--- src/rtl/lp_result_bcd.sv ---
// lp_result_bcd: converts the 8-bit lp_calc_top result into three BCD digits
// using a sequential shift-add-3 (double-dabble) engine. A conversion is only
// started when the incoming value differs from the last converted value (or
// once after reset), so the engine's registers sit idle for a stable input.
module lp_result_bcd (
    input  logic       clk,
    input  logic       reset,
    input  logic [7:0] result_in,
    output logic [3:0] bcd_hund,
    output logic [3:0] bcd_tens,
    output logic [3:0] bcd_ones,
    output logic       valid,
    output logic       done,
    output logic       busy,
    output logic [7:0] conv_cnt,
    output logic [1:0] dbg_state
);

    typedef enum logic [1:0] {
        S_IDLE  = 2'd0,
        S_SHIFT = 2'd1,
        S_DONE  = 2'd2
    } state_t;

    state_t      r_state;
    state_t      w_state_nxt;

    logic [7:0]  r_last_val;
    logic        r_pend;
    logic [19:0] r_sh;
    logic [3:0]  r_cnt;

    logic        w_capture;
    logic [19:0] w_sh_adj;
    logic [19:0] w_sh_shift;

    // A new conversion starts from IDLE when forced after reset or when the input moved.
    assign w_capture = (r_state == S_IDLE) && (r_pend || (result_in != r_last_val));

    // State register; reset aborts any conversion in flight.
    always_ff @(posedge clk) begin
        if (reset) begin
            r_state <= S_IDLE;
        end else begin
            r_state <= w_state_nxt;
        end
    end

    // Next-state logic: IDLE -> SHIFT on capture, 8 shifts, then one DONE cycle.
    always_comb begin
        w_state_nxt = r_state;
        case (r_state)
            S_IDLE:  if (w_capture) w_state_nxt = S_SHIFT;
            S_SHIFT: if (r_cnt == 4'd7) w_state_nxt = S_DONE;
            S_DONE:  w_state_nxt = S_IDLE;
            default: w_state_nxt = S_IDLE;
        endcase
    end

    // State-derived outputs.
    always_comb begin
        busy      = (r_state != S_IDLE);
        dbg_state = r_state;
    end

    // Add-3 correction on every BCD nibble that is 5 or more, ahead of the shift.
    always_comb begin
        w_sh_adj = r_sh;
        if (r_sh[19:16] >= 4'd5) w_sh_adj[19:16] = r_sh[19:16] + 4'd3;
        if (r_sh[15:12] >= 4'd5) w_sh_adj[15:12] = r_sh[15:12] + 4'd3;
        if (r_sh[11:8]  >= 4'd5) w_sh_adj[11:8]  = r_sh[11:8]  + 4'd3;
        w_sh_shift = {w_sh_adj[18:0], 1'b0};
    end

    // Conversion datapath: only enabled on capture or while shifting.
    always_ff @(posedge clk) begin
        if (reset) begin
            r_last_val <= 8'd0;
            r_pend     <= 1'b1;
            r_sh       <= 20'd0;
            r_cnt      <= 4'd0;
        end else if (w_capture) begin
            r_last_val <= result_in;
            r_sh       <= {12'd0, result_in};
            r_cnt      <= 4'd0;
            r_pend     <= 1'b0;
        end else if (r_state == S_SHIFT) begin
            r_sh  <= w_sh_shift;
            r_cnt <= r_cnt + 4'd1;
        end
    end

    // Result registers: digits only change in DONE, so partial results never show.
    always_ff @(posedge clk) begin
        if (reset) begin
            bcd_hund <= 4'd0;
            bcd_tens <= 4'd0;
            bcd_ones <= 4'd0;
            valid    <= 1'b0;
            done     <= 1'b0;
            conv_cnt <= 8'd0;
        end else begin
            done <= 1'b0;
            if (r_state == S_DONE) begin
                bcd_hund <= r_sh[19:16];
                bcd_tens <= r_sh[15:12];
                bcd_ones <= r_sh[11:8];
                done     <= 1'b1;
                valid    <= 1'b1;
                if (conv_cnt != 8'd255) conv_cnt <= conv_cnt + 8'd1;
            end
        end
    end

endmodule

--- config.mk ---
export PLATFORM = sky130hd
export DESIGN_NAME = lp_result_bcd
export DESIGN_NICKNAME = d
export VERILOG_FILES = /design/src/rtl/lp_result_bcd.sv
export SDC_FILE = /design/constraint.sdc
export NUM_CORES = 1
export LEC_CHECK = 0
export ABC_AREA = 1
export BUFFER_PORTS_ARGS = -buffer_cell sky130_fd_sc_hd__buf_4
export CORE_UTILIZATION = 28
export CTS_CLUSTER_DIAMETER = 150
export CTS_CLUSTER_SIZE = 30
export DETAILED_ROUTE_END_ITERATION = 12
export PLACE_DENSITY = 0.53
export SLEW_MARGIN = 20
export SYNTH_ARGS = -nofsm -noshare
export SYNTH_HDL_FRONTEND = slang
export SYNTH_SLANG_ARGS = --single-unit
--- constraint.sdc ---
create_clock -name clk -period 3.2 [get_ports clk]
set_input_delay 0.64 -clock clk [delete_from_list [all_inputs] [get_ports clk]]
set_output_delay 0.64 -clock clk [all_outputs]
set_load 0.05 [all_outputs]
==> run summary, run 1 <==
CLOCK NETWORK
-------------------------------------------------------------------------------------
Post-CTS resize count                                                               0
Root buffer selected by CTS                                                  clkbuf_8
Number of CTS-inserted buffers                                                      9
Number of buffers on the longest clock path                                         2
Number of buffers inserted by hold repair at cts                                    0
CTS H-Tree Depth                                                                    3
Number of sinks on the clock net                                                   57
Skew-Pair Late Insertion Delay                                                0.33 ns
Buffers inserted by post-CTS timing repair                                          0
TritonCTS clock tree                                                              yes
Clock-pin slew of the registers on the worst-case setup and hold paths        0.06 ns

YOSYS
-------------------------------------------------------------------------------------
Number of standard cells after synthesis                                          344
Synth cell types                                                                   31
Cell types with the highest counts after synthesis                       69 x nand2_1, 57 x dfxtp_1, 41 x inv_1
Fraction of registers with async set or reset after synthesis                      0%
Synthesized area                                                           2610 sq um
Most used standard cell by instance count after synthesis                     nand2_1
FF+latch count, synth                                                              57
Number of nets produced by synthesis                                              362
Number of enable flip-flop cells after synthesis                                    0
Area share of the largest cell type after synthesis                             43.7%
Most used flip-flop cell after synthesis                                      dfxtp_1
Synthesis Warnings                                                                  0
Synthesized area per cell                                                  7.59 sq um
Sequential cell area fraction in the yosys report                               43.7%
Cell taking the most area after synthesis                                     dfxtp_1
Cell types occupying the most area after synthesis                       dfxtp_1 44%, nand2_1 9.9%, o21ai_0 5.9%

FINAL LAYOUT
-------------------------------------------------------------------------------------
Post-synthesis to final-layout area growth                                      20.5%
Share of final-layout standard cells stronger than drive strength 1             19.7%
Diodes inserted                                                                     0
Final net count                                                                   398
Post-route core utilization                                                     35.4%
Number of standard cells in the layout, taps in and fillers out                   493
Post-Layout Inst Area                                                      3150 sq um

ROUTE
-------------------------------------------------------------------------------------
Mean routed wirelength per cell                                          11.4 microns
Antenna Nets Post-Route                                                             0
Initial detailed-routing violation count                                           72
Via density                                                                      4.54
First-pass detailed-route iteration total                                           4
Number of remaining DRC errors                                                      0
Vias after detailed routing                                                      2236
Post-detailed-routing wire length                                        5620 microns

PLACEMENT
-------------------------------------------------------------------------------------
Post-detailed-placement half-perimeter wirelength                        3980 microns
Number of instances in the placed design                                          477
Routability cong.                                                               0.748
Placement Cell Area                                                        2960 sq um
Worst-case setup slack after placement                                        1.17 ns
Port-buffer cells                                                                  34

STA
-------------------------------------------------------------------------------------
Achievable frequency                                                          504 MHz
Final TNS setup                                                                  0 ns
Transition time at the pin with the least slew margin                        0.510 ns
Fin crit share                                                                  61.9%
Number of hold violations in the final report                                       0
Final setup violation count                                                         0
Final critical delay including setup and external delays                      1.98 ns
Post-route clock skew                                                      0.00526 ns
Max Transition Viols Final                                                          0
Final setup margin                                                            1.22 ns
Unrepaired setup endpoints after global routing                                 false
Worst hold slack                                                             0.451 ns
Remaining max-slew budget at the tightest pin                                   65.9%

FLOORPLAN
-------------------------------------------------------------------------------------
Number of top-level pins                                                           35
Horiz. Die Dim                                                           98.6 microns
Placeable core region                                                      8890 sq um
DIE HEIGHT                                                               98.6 microns
Die footprint                                                              9720 sq um
Number of rows created at floorplan                                                34
Initial core utilization                                                        29.4%

WORST HOLD PATH
-------------------------------------------------------------------------------------
Path class of the lowest-slack min-delay path                                 reg2reg

SETUP PATH
-------------------------------------------------------------------------------------
Type of the worst setup path                                                  reg2out
Nature of the critical path endpoint                                     primary output
Critical path arrival                                                         1.34 ns
Worst endpoint required time                                                  2.56 ns
Largest fanout on the critical path                                                10
Category of the worst setup path launch point                                    flop

RUN STATUS
-------------------------------------------------------------------------------------
Result of the run                                                        finished, final reports clean

GLOBAL ROUTE
-------------------------------------------------------------------------------------
Pin count of the biggest net entering global routing                               24
Number of antenna violations at the first check in global routing                   0
Global-route wire length before repair                                   9780 microns
Via count of the first global-routing pass                                       2119
Overall track demand over capacity in global routing                            12.5%
Sum of overflow across all layers after global routing                              0

FLOW RUN
-------------------------------------------------------------------------------------
Max Cap Violations                                                                  0

PWR
-------------------------------------------------------------------------------------
Maximum resistive drop on vdd                                              0.000190 V
Leakage                                                                       1.41 nW
Cell Pwr Density                                                          476 nW/um^2
Final Total Pwr                                                               1.50 mW

## where the power goes
part	internal (mW)	switching (mW)
clock	0.363	0.277
sequential	0.728	0.0103
combinational	0.0396	0.0814
total	1.13	0.369
## critical path, stage by stage, from the launching register on
cell and delay [ns]:
dfxtp_1 0.35, nor2_2 0.38, inv_1 0.08, buf_4 0.20
## registers in the layout, summed over array words and instances, names as in the netlist
| name | flops |
|---|---|
| bcd_tens | 4 |
| done | 1 |
| r_sh | 20 |
| r_cnt | 4 |
| conv_cnt | 8 |
| valid | 1 |
| bcd_hund | 4 |
| bcd_ones | 4 |
| r_pend | 1 |
| r_last_val | 8 |
| dbg_state | 2 |
## area by class of cell
cell class | instances | area [sq um]
flip-flops and latches | 57 | 1140
fillers | 921 | 5740
clock buffers | 14 | 183
repair buffers | 38 | 285
well taps | 108 | 135
multi-input cells | 229 | 1220
inverters | 45 | 169
clock inverters | 2 | 10.0
## cell families after synthesis
| group | share of synthesized area (%) |
|---|---|
| xor+xnor | 2.35 |
| buf+inv | 9.43 |
| flops | 43.7 |
| compound gates | 16.9 |
| fa+ha+maj | 3.83 |
| simple gates | 23.9 |
## routing by layer
layer	track usage, %	up-vias	part of all wire (%)
met3	3.69	4	3.8
met5	0	-	0
met2	20.2	29	45
met4	4.59	0	1.0
met1	16.0	1016	50
li1	-	1187	-
## cells in the final DEF (no fill, tap or decap), types with 2 or more instances in the layout
cell	instances
clkinv_2	2
o21ai_0	31
a22oi_1	3
o21ai_2	3
a21oi_1	26
o21ai_1	2
clkbuf_8	13
ha_1	8
a21oi_2	7
nand4_1	11
nand3_1	17
xor2_1	6
nor2_1	27
nor2_2	5
inv_1	41
dfxtp_1	57
o211ai_1	2
nand2_1	69
inv_2	3
nand2_4	2
buf_4	38
and3_1	2
## final timing paths
path,cells past startpoint,to,startpoint,slack [ns]
setup reg to reg,9,r_sh[2],dbg_state[0],1.53
hold / removal,2,r_pend,r_pend,0.45
hold reg to reg,2,r_pend,r_pend,0.45
setup / recovery,3,busy,dbg_state[1],1.22
Power figures use the tool's default switching activity.
==> run 2, diff against run 1 <==
ABC_AREA = 0   (was 1)
clock period = 1.88 ns   (was 3.2 ns; I/O delays follow)
==> run 2 against run 1 <==
The flow now finishes with violations (design-rule violations). Clock power is 78% higher. Total power is 76% higher. Sequential share of layout area is 0.38 points lower. Critical path depth stayed put. Design area is 1.3% higher. Synthesized area is 1.1% lower. First-iteration DRC count is 35% lower. Cell count is 8.1% lower. Combinational power is 96% higher. Clock skew is 0.0023 ns higher. Worst hold slack worse by 0.15 ns. Largest power group unchanged. Highest routed layer unchanged.
==> run summary, run 2 <==
ROUTE
-------------------------------------------------------------------------------------
Mean routed wirelength per cell                                          12.2 microns   +6.9%
Antenna Nets Post-Route                                                             0   unchanged
Via density                                                                      4.70   +3.5%
Initial detailed-routing violation count                                           47   -35%
First-pass detailed-route iteration total                                           8   +4
Vias after detailed routing                                                      2127   -4.9%
Post-detailed-routing wire length                                        5520 microns   -1.8%
Number of remaining DRC errors                                                      5   +5

WORST HOLD PATH
-------------------------------------------------------------------------------------
Path class of the lowest-slack min-delay path                                  in2reg

FINAL LAYOUT
-------------------------------------------------------------------------------------
Commonest non-fill, non-tap cells in the layout                          69 x nand2_1, 55 x dfxtp_1, 40 x buf_4
Diodes inserted                                                                     0   unchanged
Commonest non-fill, non-tap cell in the layout                                nand2_1
Max reg flops                                                                      20   unchanged
Largest regs                                                             r_sh (20), conv_cnt (8), r_last_val (8)
Share of final-layout standard cells stronger than drive strength 1             22.0%   +2.3 points
Final net count                                                                   359   -9.8%
Post-Layout Inst Area                                                      3190 sq um   +1.3%
Largest register by flop count                                                   r_sh
Post-synthesis to final-layout area growth                                      23.4%

CLOCK NETWORK
-------------------------------------------------------------------------------------
Number of buffers inserted by hold repair at cts                                    0   unchanged
Number of sinks on the clock net                                                   57   unchanged
CTS H-Tree Depth                                                                    3   unchanged
Skew-Pair Late Insertion Delay                                                0.34 ns   about the same
TritonCTS clock tree                                                              yes
Clock-pin slew of the registers on the worst-case setup and hold paths        0.07 ns   about the same
Buffers inserted by post-CTS timing repair                                          0   unchanged
Post-CTS resize count                                                               1   +1
Number of CTS-inserted buffers                                                      9   unchanged
Root buffer selected by CTS                                                  clkbuf_8
Number of buffers on the longest clock path                                         2   unchanged

FLOORPLAN
-------------------------------------------------------------------------------------
Number of rows created at floorplan                                                34   unchanged
Initial core utilization                                                        29.2%   -0.18 points
Horiz. Die Dim                                                           98.1 microns   -0.54%
DIE HEIGHT                                                               98.1 microns   -0.54%
Placeable core region                                                      8850 sq um   -0.48%
Number of top-level pins                                                           35   unchanged
Die footprint                                                              9620 sq um   -1.1%

SETUP PATH
-------------------------------------------------------------------------------------
End of the worst register-to-register path                                    r_sh[6]
Start point of the critical path                                         dbg_state[0]
Delay of the slowest cell on the worst path                                   0.36 ns   -0.02 ns
Critical Path Sink                                                               busy
Cell at the slowest stage of the critical path                                dfxtp_2
Critical path arrival                                                         1.33 ns   about the same
Worst path buffer plus inverter count                                               2   unchanged
Critical path depth in cells                                                        3   unchanged
Largest fanout on the critical path                                                 7   -3
Cell breakdown of the critical path                                      nor2_2 -> inv_1 -> buf_4
Worst endpoint required time                                                  1.50 ns   -1.06 ns
Type of the worst setup path                                                  reg2out
Category of the worst setup path launch point                                    flop
Largest delay contributor family on the critical path                    buffers and inverters
R2r worst-path depth                                                                6   -3
Nature of the critical path endpoint                                     primary output
Source of the worst register-to-register timing path                     r_last_val[0]
Worst R2R Setup Slack                                                         0.24 ns   -1.29 ns

YOSYS
-------------------------------------------------------------------------------------
Area share of the largest cell type after synthesis                             44.2%   +0.49 points
FF+latch count, synth                                                              57   unchanged
Cell types occupying the most area after synthesis                       dfxtp_1 44%, nand2_1 10%, a21oi_1 6.6%
Fraction of registers with async set or reset after synthesis                      0%   unchanged
Number of standard cells after synthesis                                          303   -12%
Number of enable flip-flop cells after synthesis                                    0   unchanged
Most used standard cell by instance count after synthesis                     nand2_1
Sequential cell area fraction in the yosys report                               44.2%   +0.49 points
Synth cell types                                                                   38   +23%
Synthesis Warnings                                                                  0   unchanged
Cell types with the highest counts after synthesis                       69 x nand2_1, 57 x dfxtp_1, 34 x a21oi_1
Most used flip-flop cell after synthesis                                      dfxtp_1
Cell taking the most area after synthesis                                     dfxtp_1
Synthesized area                                                           2580 sq um   -1.1%
Synthesized area per cell                                                  8.53 sq um   +12%
Number of nets produced by synthesis                                              321   -11%

STA
-------------------------------------------------------------------------------------
Transition time at the pin with the least slew margin                        0.493 ns   -0.0172 ns
Final critical delay including setup and external delays                      1.71 ns
Fin crit share                                                                  90.7%
Number of hold violations in the final report                                       0   unchanged
Unrepaired setup endpoints after global routing                                 false
Worst hold slack                                                             0.304 ns   -0.146 ns
Max Transition Viols Final                                                          0   unchanged
Achievable frequency                                                          586 MHz
Final setup margin                                                           0.174 ns   -1.04 ns
Post-route clock skew                                                      0.00753 ns   +0.00227 ns
Final TNS setup                                                                  0 ns   unchanged
Remaining max-slew budget at the tightest pin                                   67.1%   +1.2 points
Final setup violation count                                                         0   unchanged

PWR
-------------------------------------------------------------------------------------
Leakage                                                                       1.19 nW   -15%
Final Total Pwr                                                               2.64 mW   +76%
Maximum resistive drop on vdd                                              0.000368 V   +93%
Cell Pwr Density                                                          827 nW/um^2   +74%

RUN STATUS
-------------------------------------------------------------------------------------
Result of the run                                                        finished, violations left
Violations in the final reports                                          design-rule violations

PLACEMENT
-------------------------------------------------------------------------------------
Port-buffer cells                                                                  34   unchanged
Worst-case setup slack after placement                                       0.109 ns   -1.06 ns
Post-detailed-placement half-perimeter wirelength                        3700 microns   -7.1%
Routability cong.                                                               0.720   -3.7%
Placement Cell Area                                                        2990 sq um   +1.1%

GLOBAL ROUTE
-------------------------------------------------------------------------------------
Pin count of the biggest net entering global routing                               43   +79%
Number of antenna violations at the first check in global routing                   0   unchanged
Via count of the first global-routing pass                                       1994   -5.9%
Overall track demand over capacity in global routing                            12.5%   about the same
Sum of overflow across all layers after global routing                              0   unchanged
Global-route wire length before repair                                   9530 microns   -2.6%

FLOW RUN
-------------------------------------------------------------------------------------
Max Cap Violations                                                                  0   unchanged

==> run 2: logic make-up (layout without fill, tap and decap cells) <==
family / Yosys count / after routing / synth area share [%]
AND/OR/NAND/NOR: 126 / 126 / 22.7
AO/OA/AOI/OAI: 62 / 62 / 15.3
flip-flops: 57 / 57 / 44.2
buffers and inverters: 25 / 67 / 4.84
XOR/XNOR: 22 / 22 / 8.04
adder cells (fa/ha/maj): 8 / 8 / 3.87
multiplexers: 3 / 3 / 1.16
==> run 2: report_power, final <==
part	internal [mW]	switching (mW)
clock	0.672	0.465
combinational	0.100	0.137
sequential	1.24	0.0231
==> run 2: worst min path at each step <==
stage	start	end	slack [ns]	cells past startpoint
after floorplan	r_pend	r_pend	0.43	1
after global placement	r_pend	r_pend	0.44	1
after detailed placement	r_sh[7]	r_sh[7]	0.45	2
after CTS	result_in[1]	r_last_val[1]	0.29	3
after global routing	result_in[1]	r_last_val[1]	0.29	3
final	result_in[1]	r_last_val[1]	0.30	3
==> run 2: tightest hold or removal path, cell delays in order <==
cell     delay, ns
buf_4         0.12
nand2_1       0.05
a21oi_1       0.05
==> run 2: final cells by class <==
class                      instances  area [sq um]
clock buffer                      12           155
clock inverter                     3          40.0
fill                             928          5660
inverter                           9          33.8
multi-input combinational        221          1320
sequential                        57          1140
tap                              108           135
timing repair buffer              43           360
==> run 2: metal layers <==
layer | share of wire, % | GRT usage, %
met1 | 48 | 15.8
met2 | 46 | 19.3
met3 | 5.2 | 5.08
met4 | 1.4 | 4.20
met5 | 0 | 0
==> run 2: per-stage QoR <==
stage,utilization (%),cells
detailed placement,33.8,438
global route,36.0,453
CTS,36.0,453
global placement,33.8,438
finish,36.0,453
floorplan,-,303
==> run 3, diff against run 2 <==
CTS_BUF_LIST = sky130_fd_sc_hd__clkbuf_8   (was not set)
clock period = 1.6 ns   (was 1.88 ns; I/O delays follow)
==> run 3 against run 2 <==
Global-route usage grew 0.37 points. Non-clock buffer count up 22. Clock skew grew 0.0019 ns. Clock power is essentially flat. Combinational power increased by 45%. Register-to-register slack got worse by 0.26 ns. Largest cell class unchanged. Routed wire length increased by 4.4%. The run ends with design-rule violations, negative setup slack left.
==> run summary, run 3 (synthesis gave the netlist of run 2 again) <==
RUN STATUS
-------------------------------------------------------------------------------------
Result of the run                                                        finished, violations left
Violations in the final reports                                          design-rule violations, negative setup slack

STA
-------------------------------------------------------------------------------------
Final setup violation count                                                         8   +8
Unrepaired setup endpoints after global routing                                  true
Post-route clock skew                                                      0.00941 ns   +0.00188 ns
Achievable frequency                                                          618 MHz
Remaining max-slew budget at the tightest pin                                   75.3%   +8.2 points
Number of hold violations in the final report                                       0   unchanged
Fin crit share                                                                   101%
Final TNS setup                                                            -0.0950 ns   -0.0950 ns
Final setup margin                                                         -0.0187 ns   -0.193 ns
Max Transition Viols Final                                                          0   unchanged
Transition time at the pin with the least slew margin                        0.369 ns   -0.125 ns
Worst hold slack                                                             0.304 ns   +0.000100 ns
Final critical delay including setup and external delays                      1.62 ns

SETUP PATH
-------------------------------------------------------------------------------------
Worst endpoint required time                                                  1.87 ns   +0.37 ns
Category of the worst setup path launch point                                    flop
Largest fanout on the critical path                                                 4   -3
Nature of the critical path endpoint                                             flop
Critical path arrival                                                         1.89 ns   +0.56 ns
Type of the worst setup path                                                  reg2reg

WORST HOLD PATH
-------------------------------------------------------------------------------------
Path class of the lowest-slack min-delay path                                  in2reg

FLOW RUN
-------------------------------------------------------------------------------------
Max Cap Violations                                                                  0   unchanged

ROUTE
-------------------------------------------------------------------------------------
Initial detailed-routing violation count                                           71   +51%
Via density                                                                      4.52   -3.7%
Antenna Nets Post-Route                                                             0   unchanged
Post-detailed-routing wire length                                        5770 microns   +4.4%
Vias after detailed routing                                                      2153   +1.2%
First-pass detailed-route iteration total                                           8   unchanged
Mean routed wirelength per cell                                          12.1 microns   -0.63%
Number of remaining DRC errors                                                      2   -3

FINAL LAYOUT
-------------------------------------------------------------------------------------
# fillers                                                                         916   -1.3%
Largest register by flop count                                                   r_sh
Post-synthesis to final-layout area growth                                      32.8%
Final net count                                                                   381   +6.1%
Diodes inserted                                                                     0   unchanged
Commonest non-fill, non-tap cells in the layout                          69 x nand2_1, 56 x buf_4, 48 x dfxtp_1
Share of final-layout standard cells stronger than drive strength 1             31.0%   +8.9 points
Largest regs                                                             r_sh (20), conv_cnt (8), r_last_val (8)
Commonest non-fill, non-tap cell in the layout                                nand2_1
Max reg flops                                                                      20   unchanged

PWR
-------------------------------------------------------------------------------------
Cell Pwr Density                                                          874 nW/um^2   +5.6%
Final Total Pwr                                                               3.00 mW   +14%
Internal Pwr Total                                                            2.25 mW   +12%
Sequential share of power                                                       49.5%   +1.6 points
Share of total power consumed by net switching                                  25.0%   +1.3 points
Clock group share of total power                                                39.0%   -4.1 points
Maximum resistive drop on vdd                                              0.000451 V   +23%
Leakage                                                                       1.33 nW   +12%
Combinational Power Share                                                       11.5%   +2.5 points
Net switching component of the power                                           748 uW   +20%

CLOCK NETWORK
-------------------------------------------------------------------------------------
Clock-pin slew of the registers on the worst-case setup and hold paths        0.07 ns   about the same
Number of CTS-inserted buffers                                                      9   unchanged
Skew-Pair Late Insertion Delay                                                0.33 ns   about the same
Number of buffers on the longest clock path                                         2   unchanged
TritonCTS clock tree                                                              yes
Number of sinks on the clock net                                                   57   unchanged
CTS H-Tree Depth                                                                    3   unchanged
Root buffer selected by CTS                                                  clkbuf_8

PLACEMENT
-------------------------------------------------------------------------------------
Port-buffer cells                                                                  34   unchanged
Post-detailed-placement half-perimeter wirelength                        3880 microns   +4.9%
Routability cong.                                                               0.714   -0.85%

GLOBAL ROUTE
-------------------------------------------------------------------------------------
Overall track demand over capacity in global routing                            12.9%   +0.37 points
Via count of the first global-routing pass                                       2135   +7.1%
Global-route wire length before repair                                   9950 microns   +4.4%
Pin count of the biggest net entering global routing                               25   -42%
Number of antenna violations at the first check in global routing                   0   unchanged
Sum of overflow across all layers after global routing                              0   unchanged

FLOORPLAN
-------------------------------------------------------------------------------------
Number of top-level pins                                                           35   unchanged
DIE HEIGHT                                                               98.1 microns   unchanged
Placeable core region                                                      8850 sq um   unchanged
Horiz. Die Dim                                                           98.1 microns   unchanged
Number of rows created at floorplan                                                34   unchanged
Die footprint                                                              9620 sq um   unchanged
Initial core utilization                                                        29.2%   unchanged

-- run 3: cell count changes in the layout (fill, tap and decap cells not counted), moves of 5 or more --
cell	change
dfxtp_1	-7
a21oi_1	-7
buf_6	+5
a21oi_2	+7
buf_4	+16
dfxtp_2	+7
-- run 3: path summary, 6_finish.rpt --
check | from | to | slack, ns | depth (start not counted)
max | r_last_val[5] | r_sh[13] | -0.02 | 7
min reg2reg | r_sh[7] | r_sh[8] | 0.45 | 2
max reg2reg | r_last_val[5] | r_sh[13] | -0.02 | 7
min | reset | r_last_val[5] | 0.30 | 2
-- run 3: layout make-up --
type / count / area, sq um / area share [%]
multi-input combinational: 221 / 1370 / 39.9
clock inverter: 5 / 22.5 / 0.656
sequential: 57 / 1150 / 33.6
clock buffer: 11 / 151 / 4.41
inverter: 9 / 33.8 / 0.985
tap: 108 / 135 / 3.94
timing repair buffer: 65 / 567 / 16.5
-- run 3: critical path, cell delays in order (launching register included) --
cell       delay (ns)
dfxtp_2          0.33
xnor2_1          0.16
nand4_2          0.18
o31ai_4          0.36
buf_6            0.16
nand2b_4         0.10
clkbuf_16        0.18
a21oi_4          0.09
-- run 3: per-layer routing --
layer	GRT usage (%)	routed length, microns	part of all wire, %	up-vias
li1	-	-	-	1128
met1	15.8	2890	50	985
met2	20.9	2590	45	34
met3	4.37	218	3.8	6
met4	4.90	66	1.1	0
met5	0	0	0	-
-- run 3: stage by stage --
step	utilization [%]	worst slack, ns	instance area (sq um)	instances
after floorplan	-	0.0208	2590	303
after global placement	35.0	-0.0955	3100	453
after detailed placement	35.0	-0.103	3100	453
after CTS	37.2	0.000938	3290	471
after global routing	38.8	-0.113	3430	476
final	38.8	-0.0187	3430	476
-- run 3: timing repair --
item,CTS,global route
cloned,0,3
resized for setup,2,19
buffers inserted,2,2
pin swaps,3,13
endpoints found under the setup margin,7,30
hold buffers,0,0
-- run 3: power groups by stage --
| stage | combinational [mW] | sequential (mW) | clock (mW) |
|---|---|---|---|
| after floorplan | 0.185 | 1.52 | 0 |
| after global placement | 0.296 | 1.51 | 0 |
| after detailed placement | 0.299 | 1.51 | 0 |
| after CTS | 0.309 | 1.48 | 1.22 |
| after global routing | 0.375 | 1.49 | 1.29 |
| final | 0.343 | 1.48 | 1.17 |
